==> config.mk <==
export PLATFORM = sky130hd
export DESIGN_NAME = speaker_tone_scheduler_flat
export DESIGN_NICKNAME = d
export VERILOG_FILES = /design/src/rtl/speaker_tone_scheduler_pkg.sv /design/src/rtl/speaker_tone_scheduler_if.sv /design/src/rtl/speaker_tone_scheduler_tone_gen.sv /design/src/rtl/speaker_tone_scheduler.sv /design/src/flat_wrapper.sv
export SDC_FILE = /design/constraint.sdc
export NUM_CORES = 1
export LEC_CHECK = 0
export BUFFER_PORTS_ARGS = -buffer_cell sky130_fd_sc_hd__buf_2
export CORE_AREA = 10 10 143 145
export DETAILED_ROUTE_END_ITERATION = 8
export DIE_AREA = 0 0 153 155
export GPL_TIMING_DRIVEN = 0
export MAX_ROUTING_LAYER = met4
export REMOVE_ABC_BUFFERS = 1
export SETUP_SLACK_MARGIN = 0.1
export SYNTH_ARGS = -nofsm -noshare
export SYNTH_HDL_FRONTEND = slang
export SYNTH_SLANG_ARGS = --single-unit
==> constraint.sdc <==
create_clock -name clk -period 12.8 [get_ports clk]
set_clock_uncertainty 0.15 [all_clocks]
set_input_delay 3.2 -clock clk [delete_from_list [all_inputs] [get_ports clk]]
set_output_delay 3.2 -clock clk [all_outputs]
set_load 0.01 [all_outputs]
==> src/rtl/speaker_tone_scheduler_pkg.sv <==
// speaker_pkg: shared types and constants for the speaker tone scheduler.
//   state_t         scheduler FSM state encoding
//   CLK_HZ          nominal system clock
//   TICK_CYCLES_DEF clk cycles per 1 ms tick at CLK_HZ
//   NOTE_HP         half-period (clk cycles) for 17 chromatic notes from 400 Hz
package speaker_pkg;

  typedef enum logic [1:0] {
    ST_IDLE = 2'd0,
    ST_PLAY = 2'd1,
    ST_GAP  = 2'd2
  } state_t;

  localparam int unsigned CLK_HZ          = 32_000_000;
  localparam int unsigned TICK_CYCLES_DEF = CLK_HZ / 1000;
  localparam int unsigned NUM_NOTES       = 17;

  // CLK_HZ / (2 * f), f = 400 Hz * 2^(k/12), k = 0..16, rounded to nearest.
  localparam logic [15:0] NOTE_HP [NUM_NOTES] = '{
    16'd40000, 16'd37755, 16'd35636, 16'd33636, 16'd31748, 16'd29966,
    16'd28284, 16'd26697, 16'd25198, 16'd23784, 16'd22449, 16'd21189,
    16'd20000, 16'd18877, 16'd17818, 16'd16818, 16'd15874
  };

endpackage

==> src/rtl/speaker_tone_scheduler_if.sv <==
// speaker_tone_scheduler_if: request/grant and speaker output bundle.
//   req, half_period, duration, abort   control side -> scheduler
//   gnt, done, busy, active_id, spk_pin scheduler -> control side / DAC
// half_period and duration are packed per requester; slice i belongs to req[i].
interface speaker_tone_scheduler_if
  import speaker_pkg::*;
#(
  parameter int N_REQ = 4,
  parameter int HP_W  = 16,
  parameter int DUR_W = 12
);

  logic [N_REQ-1:0]       req;
  logic [N_REQ*HP_W-1:0]  half_period;
  logic [N_REQ*DUR_W-1:0] duration;
  logic                   abort;
  logic [N_REQ-1:0]       gnt;
  logic [N_REQ-1:0]       done;
  logic                   busy;
  logic [2:0]             active_id;
  logic                   spk_pin;

  modport master (
    output req, half_period, duration, abort,
    input  gnt, done, busy, active_id, spk_pin
  );

  modport slave (
    input  req, half_period, duration, abort,
    output gnt, done, busy, active_id, spk_pin
  );

endinterface

==> src/rtl/speaker_tone_scheduler_tone_gen.sv <==
// speaker_tone_gen: square-wave generator.
//   clk, resetn  clock and synchronous active-low reset
//   en           run the generator; low clears counter and forces wave to 0
//   hp           half-period in clk cycles; 0 means silence
//   wave         registered square wave, period 2*hp cycles
module speaker_tone_gen
  import speaker_pkg::*;
#(
  parameter int HP_W = 16
) (
  input  logic            clk,
  input  logic            resetn,
  input  logic            en,
  input  logic [HP_W-1:0] hp,
  output logic            wave
);

  logic [HP_W-1:0] cnt;

  always_ff @(posedge clk) begin
    if (!resetn) begin
      cnt  <= '0;
      wave <= 1'b0;
    end else if (!en || hp == '0) begin
      cnt  <= '0;
      wave <= 1'b0;
    end else if (cnt == hp - HP_W'(1)) begin
      cnt  <= '0;
      wave <= ~wave;
    end else begin
      cnt <= cnt + HP_W'(1);
    end
  end

endmodule

==> src/rtl/speaker_tone_scheduler.sv <==
// speaker_tone_scheduler: round-robin owner of a single speaker output.
//   clk, resetn  clock and synchronous active-low reset
//   bus (slave)  req/half_period/duration/abort in; gnt/done/busy/active_id/spk_pin out
// A granted requester plays a square wave of its half-period for its duration in
// ticks, followed by GAP_TICKS silent ticks before the next arbitration.
//
//   state | meaning
//   IDLE  | waiting for any req; arbitrates from rr_ptr on the next edge
//   PLAY  | tone running; tick timer counts down, dur_q counts ticks left
//   GAP   | enforced silence between tones
module speaker_tone_scheduler
  import speaker_pkg::*;
#(
  parameter int N_REQ       = 4,
  parameter int HP_W        = 16,
  parameter int DUR_W       = 12,
  parameter int TICK_CYCLES = TICK_CYCLES_DEF,
  parameter int GAP_TICKS   = 1
) (
  input  logic                      clk,
  input  logic                      resetn,
  speaker_tone_scheduler_if.slave   bus
);

  localparam int ID_W    = 3;
  localparam int TICK_W  = (TICK_CYCLES > 1) ? $clog2(TICK_CYCLES) : 1;
  localparam int GAP_CYC = GAP_TICKS * TICK_CYCLES;
  localparam int GAP_W   = (GAP_CYC > 1) ? $clog2(GAP_CYC) : 1;

  state_t            state;
  logic [ID_W-1:0]   rr_ptr;
  logic [ID_W-1:0]   sel;
  logic              found;
  logic [HP_W-1:0]   sel_hp;
  logic [DUR_W-1:0]  sel_dur;
  logic [HP_W-1:0]   hp_q;
  logic [DUR_W-1:0]  dur_q;
  logic [TICK_W-1:0] tick_cnt;
  logic [GAP_W-1:0]  gap_cnt;
  logic [N_REQ-1:0]  gnt_q;
  logic [N_REQ-1:0]  done_q;
  logic              busy_q;
  logic [ID_W-1:0]   active_id_q;
  logic              tick_tc;
  logic              play_end;
  logic              play_en;
  logic              wave;

  // First pending request at or after rr_ptr, wrapping.
  always_comb begin
    int idx;
    idx   = 0;
    sel   = '0;
    found = 1'b0;
    for (int i = 0; i < N_REQ; i++) begin
      idx = int'(rr_ptr) + i;
      if (idx >= N_REQ) idx = idx - N_REQ;
      if (!found && ((bus.req & (N_REQ'(1) << idx)) != '0)) begin
        found = 1'b1;
        sel   = ID_W'(idx);
      end
    end
  end

  always_comb begin
    sel_hp  = '0;
    sel_dur = '0;
    for (int i = 0; i < N_REQ; i++) begin
      if (int'(sel) == i) begin
        sel_hp  = bus.half_period[i*HP_W +: HP_W];
        sel_dur = bus.duration[i*DUR_W +: DUR_W];
      end
    end
  end

  assign tick_tc  = (tick_cnt == '0);
  // Exit on the edge that ends the last PLAY cycle; zero duration plays one cycle.
  assign play_end = (state == ST_PLAY) &&
                    (bus.abort || dur_q == '0 || (tick_tc && dur_q == DUR_W'(1)));
  // Dropping en on the exit edge makes the generator clear spk_pin in the done cycle.
  assign play_en  = (state == ST_PLAY) && !play_end;

  always_ff @(posedge clk) begin
    if (!resetn) begin
      state       <= ST_IDLE;
      rr_ptr      <= '0;
      hp_q        <= '0;
      dur_q       <= '0;
      tick_cnt    <= '0;
      gap_cnt     <= '0;
      gnt_q       <= '0;
      done_q      <= '0;
      busy_q      <= 1'b0;
      active_id_q <= '0;
    end else begin
      gnt_q  <= '0;
      done_q <= '0;
      case (state)
        ST_IDLE: begin
          if (found) begin
            state       <= ST_PLAY;
            gnt_q       <= N_REQ'(1) << sel;
            hp_q        <= sel_hp;
            dur_q       <= sel_dur;
            active_id_q <= sel;
            rr_ptr      <= (int'(sel) == N_REQ - 1) ? '0 : sel + ID_W'(1);
            tick_cnt    <= TICK_W'(TICK_CYCLES - 1);
            busy_q      <= 1'b1;
          end
        end
        ST_PLAY: begin
          if (play_end) begin
            done_q <= N_REQ'(1) << active_id_q;
            if (GAP_TICKS == 0) begin
              state  <= ST_IDLE;
              busy_q <= 1'b0;
            end else begin
              state   <= ST_GAP;
              gap_cnt <= GAP_W'(GAP_CYC - 1);
            end
          end else if (tick_tc) begin
            tick_cnt <= TICK_W'(TICK_CYCLES - 1);
            dur_q    <= dur_q - DUR_W'(1);
          end else begin
            tick_cnt <= tick_cnt - TICK_W'(1);
          end
        end
        ST_GAP: begin
          if (gap_cnt == '0) begin
            state  <= ST_IDLE;
            busy_q <= 1'b0;
          end else begin
            gap_cnt <= gap_cnt - GAP_W'(1);
          end
        end
        default: begin
          state  <= ST_IDLE;
          busy_q <= 1'b0;
        end
      endcase
    end
  end

  speaker_tone_gen #(
    .HP_W (HP_W)
  ) u_tone_gen (
    .clk    (clk),
    .resetn (resetn),
    .en     (play_en),
    .hp     (hp_q),
    .wave   (wave)
  );

  assign bus.gnt       = gnt_q;
  assign bus.done      = done_q;
  assign bus.busy      = busy_q;
  assign bus.active_id = active_id_q;
  assign bus.spk_pin   = wave;

endmodule

==> src/flat_wrapper.sv <==
// flat-port wrapper written by rule: the top's interface ports become plain ports
module speaker_tone_scheduler_flat import speaker_pkg::*;
#(
  parameter int N_REQ       = 4,
  parameter int HP_W        = 16,
  parameter int DUR_W       = 12,
  parameter int TICK_CYCLES = TICK_CYCLES_DEF,
  parameter int GAP_TICKS   = 1
)
  (clk, resetn, bus_req, bus_half_period, bus_duration, bus_abort, bus_gnt, bus_done, bus_busy, bus_active_id, bus_spk_pin);
  speaker_tone_scheduler_if #(.N_REQ(N_REQ), .HP_W(HP_W), .DUR_W(DUR_W)) bus_i ();
  input  logic clk;
  input  logic resetn;
  input wire logic [$bits(bus_i.req)-1:0] bus_req;
  input wire logic [$bits(bus_i.half_period)-1:0] bus_half_period;
  input wire logic [$bits(bus_i.duration)-1:0] bus_duration;
  input wire logic [$bits(bus_i.abort)-1:0] bus_abort;
  output wire logic [$bits(bus_i.gnt)-1:0] bus_gnt;
  output wire logic [$bits(bus_i.done)-1:0] bus_done;
  output wire logic [$bits(bus_i.busy)-1:0] bus_busy;
  output wire logic [$bits(bus_i.active_id)-1:0] bus_active_id;
  output wire logic [$bits(bus_i.spk_pin)-1:0] bus_spk_pin;
  assign bus_i.req = bus_req;
  assign bus_i.half_period = bus_half_period;
  assign bus_i.duration = bus_duration;
  assign bus_i.abort = bus_abort;
  assign bus_gnt = bus_i.gnt;
  assign bus_done = bus_i.done;
  assign bus_busy = bus_i.busy;
  assign bus_active_id = bus_i.active_id;
  assign bus_spk_pin = bus_i.spk_pin;
  speaker_tone_scheduler #(.N_REQ(N_REQ), .HP_W(HP_W), .DUR_W(DUR_W), .TICK_CYCLES(TICK_CYCLES), .GAP_TICKS(GAP_TICKS)) u_core (.clk(clk), .resetn(resetn), .bus(bus_i));
endmodule
==> results.py <==
metrics = {
    "status": {
        "status": "completed",
    },
    "floorplanning": {
        "placementRows": 49,
        "dieArea_um2": 23700,
        "coreArea_um2": 17700,
        "io_pins": 132,
        "die_h_um": 155,
        "fp.dieW_um": 153,
        "initial_utilization": 0.341,
    },
    "yosys": {
        "async_flop_share": 0,
        "synthTopCellsByCount": "nor2_1, dfxtp_1, a21oi_1",
        "ys_ff_latch": 92,
        "synth-edff-count": 0,
        "synth.area.top_cells": "dfxtp_1, a21oi_1, nor2_1",
        "yosysMostFrequentCell": "nor2_1",
        "synth.largest_area_cell": "dfxtp_1",
        "ys_types": 68,
        "syn-instance-count": 775,
        "synth_top_area_share": 0.306,
        "synth_top_flop_cell": "dfxtp_1",
        "synth_seq_area_share": 0.306,
        "yosysWarningCount": 0,
        "syn_area_um2": 6020,
        "synth_area_per_cell_um2": 7.77,
    },
    "clock_tree": {
        "cts_setup_buffers": 0,
        "clk_path_buf_depth": 2,
        "post_cts_resized": 0,
        "cts-root-buf": "clkbuf_16",
        "numCtsBuffers": 9,
        "cts.sinks": 92,
        "insertion_delay_ns": 0.35,
        "clkSlewWorstSetupHoldPaths_ns": 0.06,
        "htree_levels": 3,
        "cts_tree": "done",
        "hold_buffers": 0,
    },
    "sta": {
        "setup_violations": 0,
        "hold_viol_final": 0,
        "tns_ns": 0,
        "slew_viol_final": 0,
        "fmax_ghz": 0.124,
        "rsz0062_at_grt": "false",
        "min_period_ns": 8.09,
        "post-route-period-util": 0.632,
        "worst_slew_pin_slew_ns": 1.17,
        "slew_headroom": 0.216,
        "hold_ws_ns": 0.328,
    },
    "grt": {
        "antenna_found_initial": 0,
        "grt_usage": 0.153,
        "grt_pass1_vias": 5772,
        "grt_max_degree": 49,
        "overflow": 0,
        "grt_pass1_wl_um": 29600,
    },
    "setup_path": {
        "endpoint_kind": "flop",
        "worstReg2RegStart": "u_core.rr_ptr[0]$_SDFFE_PN0P_",
        "cpPeakStageDelay_ns": 0.99,
        "path_class": "in2reg",
        "cpMaxStageDelayCell": "nor2b_1",
        "r2r_end": "u_core.hp_q[14]$_SDFFE_PN0P_",
        "critPathLaunchType": "input pin",
        "required_ns": 12.93,
        "arrival_ns": 8.22,
        "reg2regPathDepth": 14,
        "cp_cell_sequence": "buf_2 > mux4_2 > a311oi_2 > nand2_1 > a311oi_2 > inv_1 > ha_1 > nor2b_1 > a21boi_2 > a222oi_1 > nor3_1 > a21oi_1 > a21oi_1",
        "rrSetupSlack_ns": 6.57,
        "path_max_fanout": 16,
    },
    "finish": {
        "multi_input_area_um2": 3890,
        "drive_gt1_frac": 0.204,
        "seq_area_um2": 1840,
        "final_util": 0.399,
        "areaGrowthSynthToFinish_pct": 17.1,
        "fillers": 1851,
        "final_nets": 1000,
        "diodes": 0,
    },
    "power": {
        "p_per_area_nw_per_um2": 278,
        "peakVddDrop_mv": 0.129,
        "leakagePower_nw": 2.71,
    },
    "route": {
        "wirelength_um": 18600,
        "vias_per_cell": 5.51,
        "wire_per_inst_um": 16.9,
        "drt_iter0_drc": 482,
        "routed-wl-met3_um": 714,
        "wl_met2_um": 9000,
        "first_pass_iters": 8,
        "highest_layer": "met4",
        "num_vias": 6047,
        "wl_met1_um": 8510,
        "drc": 0,
        "antenna_left": 0,
    },
    "worst_hold_path": {
        "hp-start": "u_core.gap_cnt[14]$_SDFFE_PN0P_",
        "min_to": "u_core.gap_cnt[14]$_SDFFE_PN0P_",
        "hold_depth": 2,
        "min_path_type": "reg2reg",
    },
    "place": {
        "io_buffers": 131,
        "dp_hpwl_um": 13600,
        "globalplace.congestion": 0.854,
    },
    "flow_run": {
        "cap_violations": 0,
    },
}
[per-stage QoR]
stage	cells	total power, W	setup WS (ns)	instance area [µm²]
detailed placement	1082	0.00171	4.28	6770
global placement	1081	0.00168	3.85	6730
finish	1098	0.00196	4.71	7050
floorplan	721	0.00137	5.71	5790
global route	1098	0.00215	4.30	7050
CTS	1098	0.00197	4.65	7050
[report_power, final]
group / total (W) / internal [W] / switching, W
combinational: 0.00122 / 0.000476 / 0.000743
sequential: 0.000485 / 0.000376 / 0.000109
clock: 0.000256 / 0.000137 / 0.000119
[layout make-up]
cell class / instances / area share
multi-input combinational: 608 / 0.552
clock inverter: 6 / 0.00550
tap: 229 / 0.0406
clock buffer: 10 / 0.0339
timing repair buffer: 132 / 0.0951
sequential: 92 / 0.261
inverter: 21 / 0.0112
[sequential cells by signal, indices dropped and copies added (netlist names)]
signal,count
u_core.u_tone_gen.wave,1
u_core.bus.gnt,4
u_core.hp_q,16
u_core.tick_cnt,15
u_core.bus.busy,1
u_core.rr_ptr,3
u_core.gap_cnt,15
u_core.bus.active_id,3
u_core.state,2
u_core.u_tone_gen.cnt,16
u_core.bus.done,4
u_core.dur_q,12
[worst max-delay path: cells and delay by family]
| family | cells | cell delay [ns] |
|---|---|---|
| buffers and inverters | 2 | 0.36 |
| and+or+nand+nor | 3 | 1.40 |
| muxes | 1 | 0.55 |
| AOI/OAI and AO/OA | 6 | 2.22 |
| adders and majority gates | 1 | 0.49 |
[worst max-delay path by stage]
stage | end | slack [ns] | startpoint | cells past startpoint
floorplan | u_core.hp_q[14]$_SDFFE_PN0P_ | 5.71 | bus_req[3] | 12
global placement | u_core.hp_q[4]$_SDFFE_PN0P_ | 3.85 | bus_req[3] | 13
CTS | u_core.hp_q[14]$_SDFFE_PN0P_ | 4.65 | bus_req[3] | 13
global route | u_core.hp_q[12]$_SDFFE_PN0P_ | 4.30 | bus_req[3] | 13
detailed placement | u_core.hp_q[14]$_SDFFE_PN0P_ | 4.28 | bus_req[3] | 13
finish | u_core.hp_q[14]$_SDFFE_PN0P_ | 4.71 | bus_req[3] | 13
[logic make-up after synthesis]
group | after synthesis | share of synthesized area
and+or+nand+nor | 305 | 0.263
muxes | 11 | 0.0210
DFF | 92 | 0.306
buffers and inverters | 75 | 0.0515
xor gates and xnor gates | 43 | 0.0625
AOI/OAI and AO/OA | 232 | 0.261
adders and majority gates | 17 | 0.0353
[layer usage]
| metal | vias to the layer above | GRT usage |
|---|---|---|
| met4 | 0 | 0.0477 |
| li1 | 3072 | - |
| met5 | - | - |
| met1 | 2817 | 0.184 |
| met2 | 130 | 0.253 |
| met3 | 28 | 0.0312 |
[placed cells by master, fill, tap and decap left out, types with 8 or more instances in the layout]
master | synthesis | layout
dfxtp_1 | 92 | 92
nor3b_1 | 8 | 8
a211oi_1 | 14 | 14
o31ai_1 | 10 | 10
buf_2 | 11 | 131
xor2_1 | 25 | 25
inv_1 | 20 | 19
nand4_1 | 12 | 12
a222oi_1 | 16 | 16
nor4_1 | 11 | 11
clkbuf_16 | 0 | 9
xnor2_1 | 18 | 18
nor3_1 | 46 | 46
a31oi_1 | 11 | 11
o21ai_0 | 32 | 32
ha_1 | 17 | 16
nor2_1 | 93 | 93
nand3_1 | 23 | 23
nor2b_1 | 13 | 13
nand2_1 | 48 | 48
a221oi_1 | 13 | 13
a21oi_1 | 82 | 82
(Power assumes the default switching activity.)
